### src/rtl/sdram_mport_arbiter.sv
// N-port round-robin front-end for a single Avalon-MM SDRAM controller slave.
// A registered command slot feeds the controller; a tag FIFO steers read data back to its issuer.
module sdram_mport_arbiter #(
    parameter int  NUM_PORTS   = 4,
    parameter int  ADDR_W      = 22,
    parameter int  DATA_W      = 16,
    parameter int  MAX_PENDING = 8,
    localparam int BE_W        = DATA_W / 8,
    localparam int CNT_W       = $clog2(MAX_PENDING) + 1,
    localparam int IDX_W       = (NUM_PORTS > 1) ? $clog2(NUM_PORTS) : 1,
    localparam int PTR_W       = (MAX_PENDING > 1) ? $clog2(MAX_PENDING) : 1
) (
    input  logic                        clk,
    input  logic                        reset_n,
    input  logic [NUM_PORTS*ADDR_W-1:0] p_address,
    input  logic [NUM_PORTS*DATA_W-1:0] p_writedata,
    input  logic [NUM_PORTS*BE_W-1:0]   p_byteenable,
    input  logic [NUM_PORTS-1:0]        p_read,
    input  logic [NUM_PORTS-1:0]        p_write,
    output logic [NUM_PORTS-1:0]        p_waitrequest,
    output logic [DATA_W-1:0]           p_readdata,
    output logic [NUM_PORTS-1:0]        p_readdatavalid,
    output logic [ADDR_W-1:0]           m_address,
    output logic [BE_W-1:0]             m_byteenable_n,
    output logic                        m_chipselect,
    output logic [DATA_W-1:0]           m_writedata,
    output logic                        m_read_n,
    output logic                        m_write_n,
    input  logic [DATA_W-1:0]           m_readdata,
    input  logic                        m_readdatavalid,
    input  logic                        m_waitrequest,
    output logic [CNT_W-1:0]            pending_reads,
    output logic                        err_orphan_rdv
);

    logic                 slot_full_q, slot_full_d;
    logic [ADDR_W-1:0]    addr_q, addr_d;
    logic [DATA_W-1:0]    wdata_q, wdata_d;
    logic [BE_W-1:0]      ben_q, ben_d;
    logic                 read_n_q, read_n_d;
    logic                 write_n_q, write_n_d;
    logic [IDX_W-1:0]     last_q, last_d;
    logic [CNT_W-1:0]     cnt_q, cnt_d;
    logic [PTR_W-1:0]     wptr_q, rptr_q;
    logic [IDX_W-1:0]     tag_mem_q [MAX_PENDING];
    logic [DATA_W-1:0]    rdata_q;
    logic [NUM_PORTS-1:0] rdv_q, rdv_d;
    logic                 err_q, err_d;

    logic                 slot_free_s, pop_s, push_s, fifo_full_s;
    logic                 found_s, grant_vld_s, grant_wr_s;
    logic [IDX_W-1:0]     grant_s;
    logic [IDX_W:0]       idx_s;
    logic [NUM_PORTS-1:0] eligible_s;

    assign slot_free_s = !slot_full_q || !m_waitrequest;
    assign pop_s       = m_readdatavalid && (cnt_q != {CNT_W{1'b0}});
    // A pop in the same cycle frees an entry, so a full FIFO may still accept a read.
    assign fifo_full_s = (cnt_q == CNT_W'(MAX_PENDING)) && !pop_s;
    assign eligible_s  = p_write | (p_read & {NUM_PORTS{!fifo_full_s}});

    // Round-robin search starting just after the last granted port.
    always_comb begin
        grant_s = {IDX_W{1'b0}};
        found_s = 1'b0;
        idx_s   = {(IDX_W+1){1'b0}};
        for (int k = 1; k <= NUM_PORTS; k++) begin
            idx_s = {1'b0, last_q} + (IDX_W+1)'(k);
            if (idx_s >= (IDX_W+1)'(NUM_PORTS)) begin
                idx_s = idx_s - (IDX_W+1)'(NUM_PORTS);
            end else begin
                idx_s = idx_s;
            end
            if (!found_s && eligible_s[idx_s[IDX_W-1:0]]) begin
                found_s = 1'b1;
                grant_s = idx_s[IDX_W-1:0];
            end else begin
                found_s = found_s;
            end
        end
    end

    assign grant_vld_s   = found_s && slot_free_s && reset_n;
    assign grant_wr_s    = p_write[grant_s];
    assign push_s        = grant_vld_s && !grant_wr_s;
    assign p_waitrequest = grant_vld_s ? ~(NUM_PORTS'(1) << grant_s) : {NUM_PORTS{1'b1}};

    // Next-state for the command slot, tag count, return path and error flag.
    always_comb begin
        slot_full_d = slot_full_q;
        addr_d      = addr_q;
        wdata_d     = wdata_q;
        ben_d       = ben_q;
        read_n_d    = read_n_q;
        write_n_d   = write_n_q;
        last_d      = last_q;
        if (slot_free_s) begin
            if (grant_vld_s) begin
                slot_full_d = 1'b1;
                addr_d      = p_address[grant_s*ADDR_W +: ADDR_W];
                wdata_d     = p_writedata[grant_s*DATA_W +: DATA_W];
                ben_d       = ~p_byteenable[grant_s*BE_W +: BE_W];
                read_n_d    = grant_wr_s;
                write_n_d   = !grant_wr_s;
                last_d      = grant_s;
            end else begin
                slot_full_d = 1'b0;
                read_n_d    = 1'b1;
                write_n_d   = 1'b1;
            end
        end else begin
            slot_full_d = slot_full_q;
        end
        case ({push_s, pop_s})
            2'b10:   cnt_d = cnt_q + CNT_W'(1);
            2'b01:   cnt_d = cnt_q - CNT_W'(1);
            default: cnt_d = cnt_q;
        endcase
        if (pop_s) begin
            rdv_d = NUM_PORTS'(1) << tag_mem_q[rptr_q];
        end else begin
            rdv_d = {NUM_PORTS{1'b0}};
        end
        err_d = err_q | (m_readdatavalid && (cnt_q == {CNT_W{1'b0}}));
    end

    // State registers with synchronous active-low reset.
    always_ff @(posedge clk) begin
        if (!reset_n) begin
            slot_full_q <= 1'b0;
            addr_q      <= {ADDR_W{1'b0}};
            wdata_q     <= {DATA_W{1'b0}};
            ben_q       <= {BE_W{1'b1}};
            read_n_q    <= 1'b1;
            write_n_q   <= 1'b1;
            last_q      <= IDX_W'(NUM_PORTS - 1);
            cnt_q       <= {CNT_W{1'b0}};
            wptr_q      <= {PTR_W{1'b0}};
            rptr_q      <= {PTR_W{1'b0}};
            rdata_q     <= {DATA_W{1'b0}};
            rdv_q       <= {NUM_PORTS{1'b0}};
            err_q       <= 1'b0;
        end else begin
            slot_full_q <= slot_full_d;
            addr_q      <= addr_d;
            wdata_q     <= wdata_d;
            ben_q       <= ben_d;
            read_n_q    <= read_n_d;
            write_n_q   <= write_n_d;
            last_q      <= last_d;
            cnt_q       <= cnt_d;
            wptr_q      <= push_s ? wptr_q + PTR_W'(1) : wptr_q;
            rptr_q      <= pop_s ? rptr_q + PTR_W'(1) : rptr_q;
            rdata_q     <= m_readdata;
            rdv_q       <= rdv_d;
            err_q       <= err_d;
        end
    end

    // Tag storage; writes only happen on an accepted read, which reset suppresses.
    always_ff @(posedge clk) begin
        if (push_s) begin
            tag_mem_q[wptr_q] <= grant_s;
        end else begin
            tag_mem_q[wptr_q] <= tag_mem_q[wptr_q];
        end
    end

    assign m_chipselect    = slot_full_q;
    assign m_address       = addr_q;
    assign m_writedata     = wdata_q;
    assign m_byteenable_n  = ben_q;
    assign m_read_n        = read_n_q;
    assign m_write_n       = write_n_q;
    assign p_readdata      = rdata_q;
    assign p_readdatavalid = rdv_q;
    assign pending_reads   = cnt_q;
    assign err_orphan_rdv  = err_q;

endmodule

### config.mk
export PLATFORM = sky130hd
export DESIGN_NAME = sdram_mport_arbiter
export DESIGN_NICKNAME = d
export VERILOG_FILES = /design/src/rtl/sdram_mport_arbiter.sv
export SDC_FILE = /design/constraint.sdc
export NUM_CORES = 1
export LEC_CHECK = 0
export CORE_ASPECT_RATIO = 1.25
export CORE_UTILIZATION = 43
export CTS_BUF_LIST = sky130_fd_sc_hd__clkbuf_8
export DETAILED_ROUTE_END_ITERATION = 6
export PLACE_DENSITY = 0.88
export SETUP_SLACK_MARGIN = 0.02
export SYNTH_ARGS = -nofsm -noshare
export SYNTH_HDL_FRONTEND = slang
export SYNTH_SLANG_ARGS = --single-unit
### constraint.sdc
create_clock -name clk -period 10.9 [get_ports clk]
set_input_delay 2.18 -clock clk [delete_from_list [all_inputs] [get_ports clk]]
set_output_delay 2.18 -clock clk [all_outputs]
set_load 0.01 [all_outputs]
==> results.toml, run 1 <==
[cts]
cts_buffer_depth = 2
cts.sinks = 95
htree_levels = 3
clk_pin_slew_ns = 0.09
hold_buffers = 0
cts_resized = 0
post-cts-setup-buffers = 0
tritoncts = "built"
cts_buffers = 9
clockRootBuffer = "clkbuf_8"
clkLatencyLatePin_ns = 0.36

[detailed_routing]
routed_wl_um = 14620
drc = 0
postRouteAntennaNets = 0
vias = 4483
wire_per_inst_um = 17.78
first_pass_iters = 4
dr.first_iter.drc_count = 189
vias_per_cell = 5.454

[pwr]
p_leak_nw = 3.104
peakVddDrop_uv = 102.8
power_density_nw_per_um2 = 175.3
power_w = 0.001320

[synth]
synth_edf_count = 16
ys_types = 57
synth-main-ff-cell = "dfxtp_1"
syn-cell-area_um2 = 4766
synth_seq_cells = 95
synth-xor-area-share = 0.01103
avgSynthCellArea_um2 = 10.73
syn_inst = 444
ys_seq_area_frac = 0.4327
synth_compound_area_frac = 0.1727
async_flop_share = 0
synth_top_family_by_area = "multiplexers"
yosysWarnings = 0
synth_mux_area_frac = 0.2064
synthAdderAreaFrac = 0.01313
synth-simple-area-share = 0.1105
syn-num-nets = 637

[timing]
worstMarginPinSlew_ns = 0.9717
maxSlewViolCount = 0
min_period_ns = 7.388
slew_headroom = 0.3522
period_share = 0.6778
setup_viol = 0
postLayoutSetupSlackWorst_ns = 3.512
fmax_mhz = 135.3
hold_violations = 0
rsz0062_at_grt = "no"
fin_setup_tns_ns = 0
skew_ns = 0.01292

[die]
core_area_um2 = 10670
placementRows = 42
dieArea_um2 = 11510
start_util = 0.4468
num_io_pins = 260
die_h_um = 119.7
die_w_um = 96.16

[final_layout]
layout.nets = 878
diodes = 0
multi_input_area_um2 = 2459
drive_gt1_frac = 0.06087
final_common_cell = "clkdlybuf4s50_1"
ff_latch_area_um2 = 2062
fillers = 808
syn2layout_area_growth_pct = 57.97
final_cell_mix = "259 x clkdlybuf4s50_1, 87 x mux2i_1, 79 x dfxtp_1"
instances_no_fill = 822

[global_routing]
grt-ovfl-total = 0
antenna_found_initial = 0
grt_start_max_net_pins = 48
grt_first_pass_wirelength_um = 22850
track_usage = 0.2593
grt_pass1_vias = 4801

[critical_path]
cp.required_ns = 8.72
worst-path-max-fanout = 45
worstSetupPathType = "primary input to output pin"
start_kind = "primary input"
end_kind = "output pin"
worstPathArrival_ns = 5.21

[placed_design]
place.port_buffers = 259
post-place-ws_ns = 3.547
dp_hpwl_um = 11430
globalplace.congestion = 0.9525
placedCellCount = 806

[status]
outcome = "completed"

[hold_path]
hold_class = "flop to flop"

[run]
cap_violations = 0
Yosys cell counts (2+ instances only):
library cell,n,share of area
or2_2,4,0.0052
ha_1,5,0.013
nor4b_2,3,0.0095
nand2_1,18,0.014
or3_1,2,0.0026
nand3b_1,2,0.0031
o21ba_2,2,0.0042
nor3_1,5,0.0052
dfxtp_1,79,0.33
buf_6,2,0.0047
nor2b_1,2,0.0026
o21ai_0,4,0.0042
inv_1,5,0.0039
edfxtp_1,16,0.10
mux4_2,4,0.019
nor4_1,2,0.0026
mux2_2,2,0.0047
o22ai_1,40,0.053
and2_1,17,0.022
a21oi_1,11,0.012
buf_1,2,0.0016
nor2_1,22,0.017
nor3b_1,2,0.0031
nand3_1,3,0.0031
a22oi_2,2,0.0052
and3_1,2,0.0026
a2111oi_0,2,0.0037
clkbuf_1,18,0.014
buf_8,5,0.016
xor2_1,4,0.0074
clkbuf_4,2,0.0031
nand2b_1,3,0.0039
xnor2_1,2,0.0037
a21o_1,38,0.060
nor4bb_1,2,0.0042
a211o_1,2,0.0037
buf_12,2,0.0084
mux2i_1,87,0.18
cell type report:
cell class                 count  area share
timing repair buffer         262      0.3473
multi-input combinational    311      0.3266
sequential                    95      0.2739
tap                          132     0.02194
clock buffer                   9     0.01645
clock inverter                 7     0.01080
inverter                       6    0.002992
per-layer routing:
metal	wire length, um	global-route usage	vias up
met4	360	0.09795	0
met3	903	0.06971	33
met1	5225	0.2565	2102
met5	0	0	-
li1	-	-	2143
met2	8127	0.4951	205
sequential cells by signal (all words and copies together), names as in the netlist, 2 cells and up, named ones only:
signal           flops
last_q               2
m_address           22
m_byteenable_n       2
m_writedata         16
p_readdata          16
p_readdatavalid      4
pending_reads        4
rptr_q               3
tag_mem_q           16
wptr_q               3
power by group:
part / switching, W / internal, W
Combinational: 0.000268 / 0.000322
Clock: 0.000131 / 0.000110
Sequential: 0.0000556 / 0.000433
metrics by stage:
step                      hold WS, ns    util  instance area (um^2)
final                          0.4596  0.7057                  7528
after global routing           0.4852  0.7057                  7528
after CTS                      0.4631  0.7057                  7528
after detailed placement       0.4399  0.6865                  7323
after global placement         0.4340  0.6865                  7323
after floorplan                0.4847       -                  4766
critical path: stages:
cell and delay, ns:
clkdlybuf4s50_1 0.53, nor3b_1 0.31, a2111oi_0 0.22, a311o_1 0.46, a211oi_4 0.23, buf_4 0.56, inv_2 0.09, nand2_1 0.09
clkdlybuf4s50_1 0.53
logic make-up after synthesis:
logic type / after synthesis
simple gates: 93
flops: 95
fa+ha+maj: 5
xor+xnor: 6
mux: 93
compound gates: 114
buf+inv: 38
final timing paths:
| path | startpoint | slack [ns] | cells after the start | to |
|---|---|---|---|---|
| hold / removal | m_writedata[5]$_SDFFE_PN0P_ | 0.46 | 1 | m_writedata[5]$_SDFFE_PN0P_ |
| setup / recovery | p_write[2] | 3.51 | 9 | p_waitrequest[2] |
| setup reg to reg | pending_reads[1]$_SDFFE_PN0P_ | 6.77 | 13 | pending_reads[2]$_SDFFE_PN0P_ |
| hold reg to reg | m_writedata[5]$_SDFFE_PN0P_ | 0.46 | 1 | m_writedata[5]$_SDFFE_PN0P_ |
Note: power is estimated with default switching activity, not from simulation.
==> inputs of run 2 (changes only) <==
--- a/config.mk
+++ b/config.mk
@@ -6,10 +6,10 @@
 export NUM_CORES = 1
 export LEC_CHECK = 0
 export CORE_ASPECT_RATIO = 1.25
-export CORE_UTILIZATION = 43
+export CORE_UTILIZATION = 40
 export CTS_BUF_LIST = sky130_fd_sc_hd__clkbuf_8
 export DETAILED_ROUTE_END_ITERATION = 6
-export PLACE_DENSITY = 0.88
+export PLACE_DENSITY = 0.82
 export SETUP_SLACK_MARGIN = 0.02
 export SYNTH_ARGS = -nofsm -noshare
 export SYNTH_HDL_FRONTEND = slang
==> constraint.sdc (replaced) <==
create_clock -name clk -period 7.2 [get_ports clk]
set_input_delay 1.44 -clock clk [delete_from_list [all_inputs] [get_ports clk]]
set_output_delay 1.44 -clock clk [all_outputs]
set_load 0.01 [all_outputs]
==> run 2 against run 1 <==
Effect of this change:
- sequential share of layout area is 0.13 points lower
- critical endpoint unchanged
- first-iteration DRC count is 2.6% lower
- power is 50% higher
- sequential power is 51% higher
==> results.toml, run 2 (synthesis gave the netlist of run 1 again) <==
[critical_path]
crit_top_cell = "clkdlybuf4s50_1"
path_cells = "clkdlybuf4s50_1, nand2b_1, o21ai_0, a311o_1, a211oi_4, inv_2, nand2_1, clkdlybuf4s50_1"
cp.required_ns = 5.76
worst-path-buf-inv = 3
r2r-end = "pending_reads[2]$_SDFFE_PN0P_"
r2r_cells = 13
crit_family = "buffers and inverters"
worstSetupPathType = "primary input to output pin"
worstPathArrival_ns = 4.22
start_kind = "primary input"
r2r_start = "pending_reads[0]$_SDFFE_PN0P_"
crit_cells = 8
worst-path-max-fanout = 9
slowest_delay_ns = 0.62
end_kind = "output pin"
cpMaxStageDelayCell = "clkdlybuf4s50_1"
rrSetupSlack_ns = 3.10

[status]
outcome = "completed"

[hold_path]
hold_depth = 1
holdPathEnd = "m_address[8]$_SDFFE_PN0P_"
hold_class = "flop to flop"
min_from = "m_address[8]$_SDFFE_PN0P_"

[placed_design]
place.port_buffers = 259
dp_hpwl_um = 11780
globalplace.congestion = 0.8140
placedCellCount = 837

[cts]
cts_buffer_depth = 2
clockRootBuffer = "clkbuf_8"
post-cts-setup-buffers = 0
cts_resized = 0
hold_buffers = 0
clk_pin_slew_ns = 0.09
htree_levels = 3
cts_buffers = 9
tritoncts = "built"
clkLatencyLatePin_ns = 0.37
cts.sinks = 95

[detailed_routing]
first_pass_iters = 5
dr.first_iter.drc_count = 184
drc = 0
vias = 4473
routed_wl_um = 14910
wire_per_inst_um = 17.48
postRouteAntennaNets = 0
vias_per_cell = 5.244

[final_layout]
final_cell_mix = "259 x clkdlybuf4s50_1, 87 x mux2i_1, 79 x dfxtp_1"
drive_gt1_frac = 0.06503
layout.nets = 880
largest_reg_flops = 22
multi_input_area_um2 = 2459
final_common_cell = "clkdlybuf4s50_1"
ff_latch_area_um2 = 2062
fin_util = 0.6512
diodes = 0
instances_no_fill = 853
syn2layout_area_growth_pct = 58.73
fillers = 957

[global_routing]
track_usage = 0.2411
grt-ovfl-total = 0
grt_first_pass_wirelength_um = 22690
grt_pass1_vias = 4521
antenna_found_initial = 0
grt_start_max_net_pins = 49

[run]
cap_violations = 0

[pwr]
p_leak_nw = 3.104
power_density_nw_per_um2 = 260.9
peakVddDrop_uv = 116.1
power_w = 0.001974

[die]
die_h_um = 124.0
placementRows = 44
dieArea_um2 = 12360
core_area_um2 = 11620
num_io_pins = 260
start_util = 0.4103
die_w_um = 99.63

[timing]
slew_headroom = 0.3788
whs_ns = 0.4634
maxSlewViolCount = 0
fin_setup_tns_ns = 0
setup_viol = 0
min_period_ns = 5.659
rsz0062_at_grt = "no"
period_share = 0.7859
fmax_mhz = 176.7
worstMarginPinSlew_ns = 0.9296
hold_violations = 0
skew_ns = 0.008815
## run 2: cell types whose count changed in the layout (fill, tap and decap cells not counted)
| cell | delta |
|---|---|
| buf_4 | +2 |
| inv_1 | -1 |
| clkinv_4 | -1 |
| inv_6 | +2 |
| clkinv_8 | +1 |
| inv_8 | -1 |
| clkinv_2 | +1 |
| bufinv_16 | -1 |
## run 2: how the worst max path moves through the flow
| stage | from | endpoint |
|---|---|---|
| 2_1_floorplan | m_readdatavalid | p_waitrequest[0] |
| 3_3_place_gp | m_readdatavalid | p_waitrequest[2] |
| 3_5_place_dp | m_readdatavalid | p_waitrequest[2] |
| 4_1_cts | m_readdatavalid | p_waitrequest[2] |
| 5_1_grt | m_readdatavalid | p_waitrequest[2] |
| 6_report | m_readdatavalid | p_waitrequest[2] |
## run 2: final cells by class
cell class | count | share of cell area
Timing Repair Buffer | 264 | 0.3477
Multi-Input combinational cell | 311 | 0.3250
Sequential cell | 95 | 0.2726
Tap cell | 161 | 0.02663
Clock buffer | 9 | 0.01637
Clock inverter | 7 | 0.008766
Inverter | 6 | 0.002977
## run 2: per-layer routing
metal	routed length (um)	up-vias	GRT usage
li1	-	2136	-
met1	5625	2084	0.2608
met2	7678	224	0.4375
met3	1258	29	0.07632
met4	346	0	0.09559
met5	0	-	0
## run 2: power breakdown
group | internal, W | leakage (nW) | switching (W)
logic | 0.000488 | 2.21 | 0.000412
registers | 0.000655 | 0.800 | 0.0000825
clock network | 0.000134 | 0.0953 | 0.000203
total | 0.00128 | 3.10 | 0.000697
## run 2: worst reg2reg max path: stages (launching register included)
cell and delay (ns):
dfxtp_1 0.39, or3_1 0.53, o32a_1 0.23, o221ai_1 0.18, and2_1 0.44, nor2b_1 0.18, a22oi_2 0.67, ha_1 0.39
xor2_1 0.17, ha_1 0.16, a21oi_1 0.05, xor2_1 0.16, or3_1 0.31, a21oi_1 0.15
## run 2: through the flow
stage,instance area (um^2),worst slack [ns]
floorplan,4766,2.783
global placement,7375,1.644
detailed placement,7375,1.559
CTS,7565,1.535
global route,7565,1.336
finish,7565,1.541
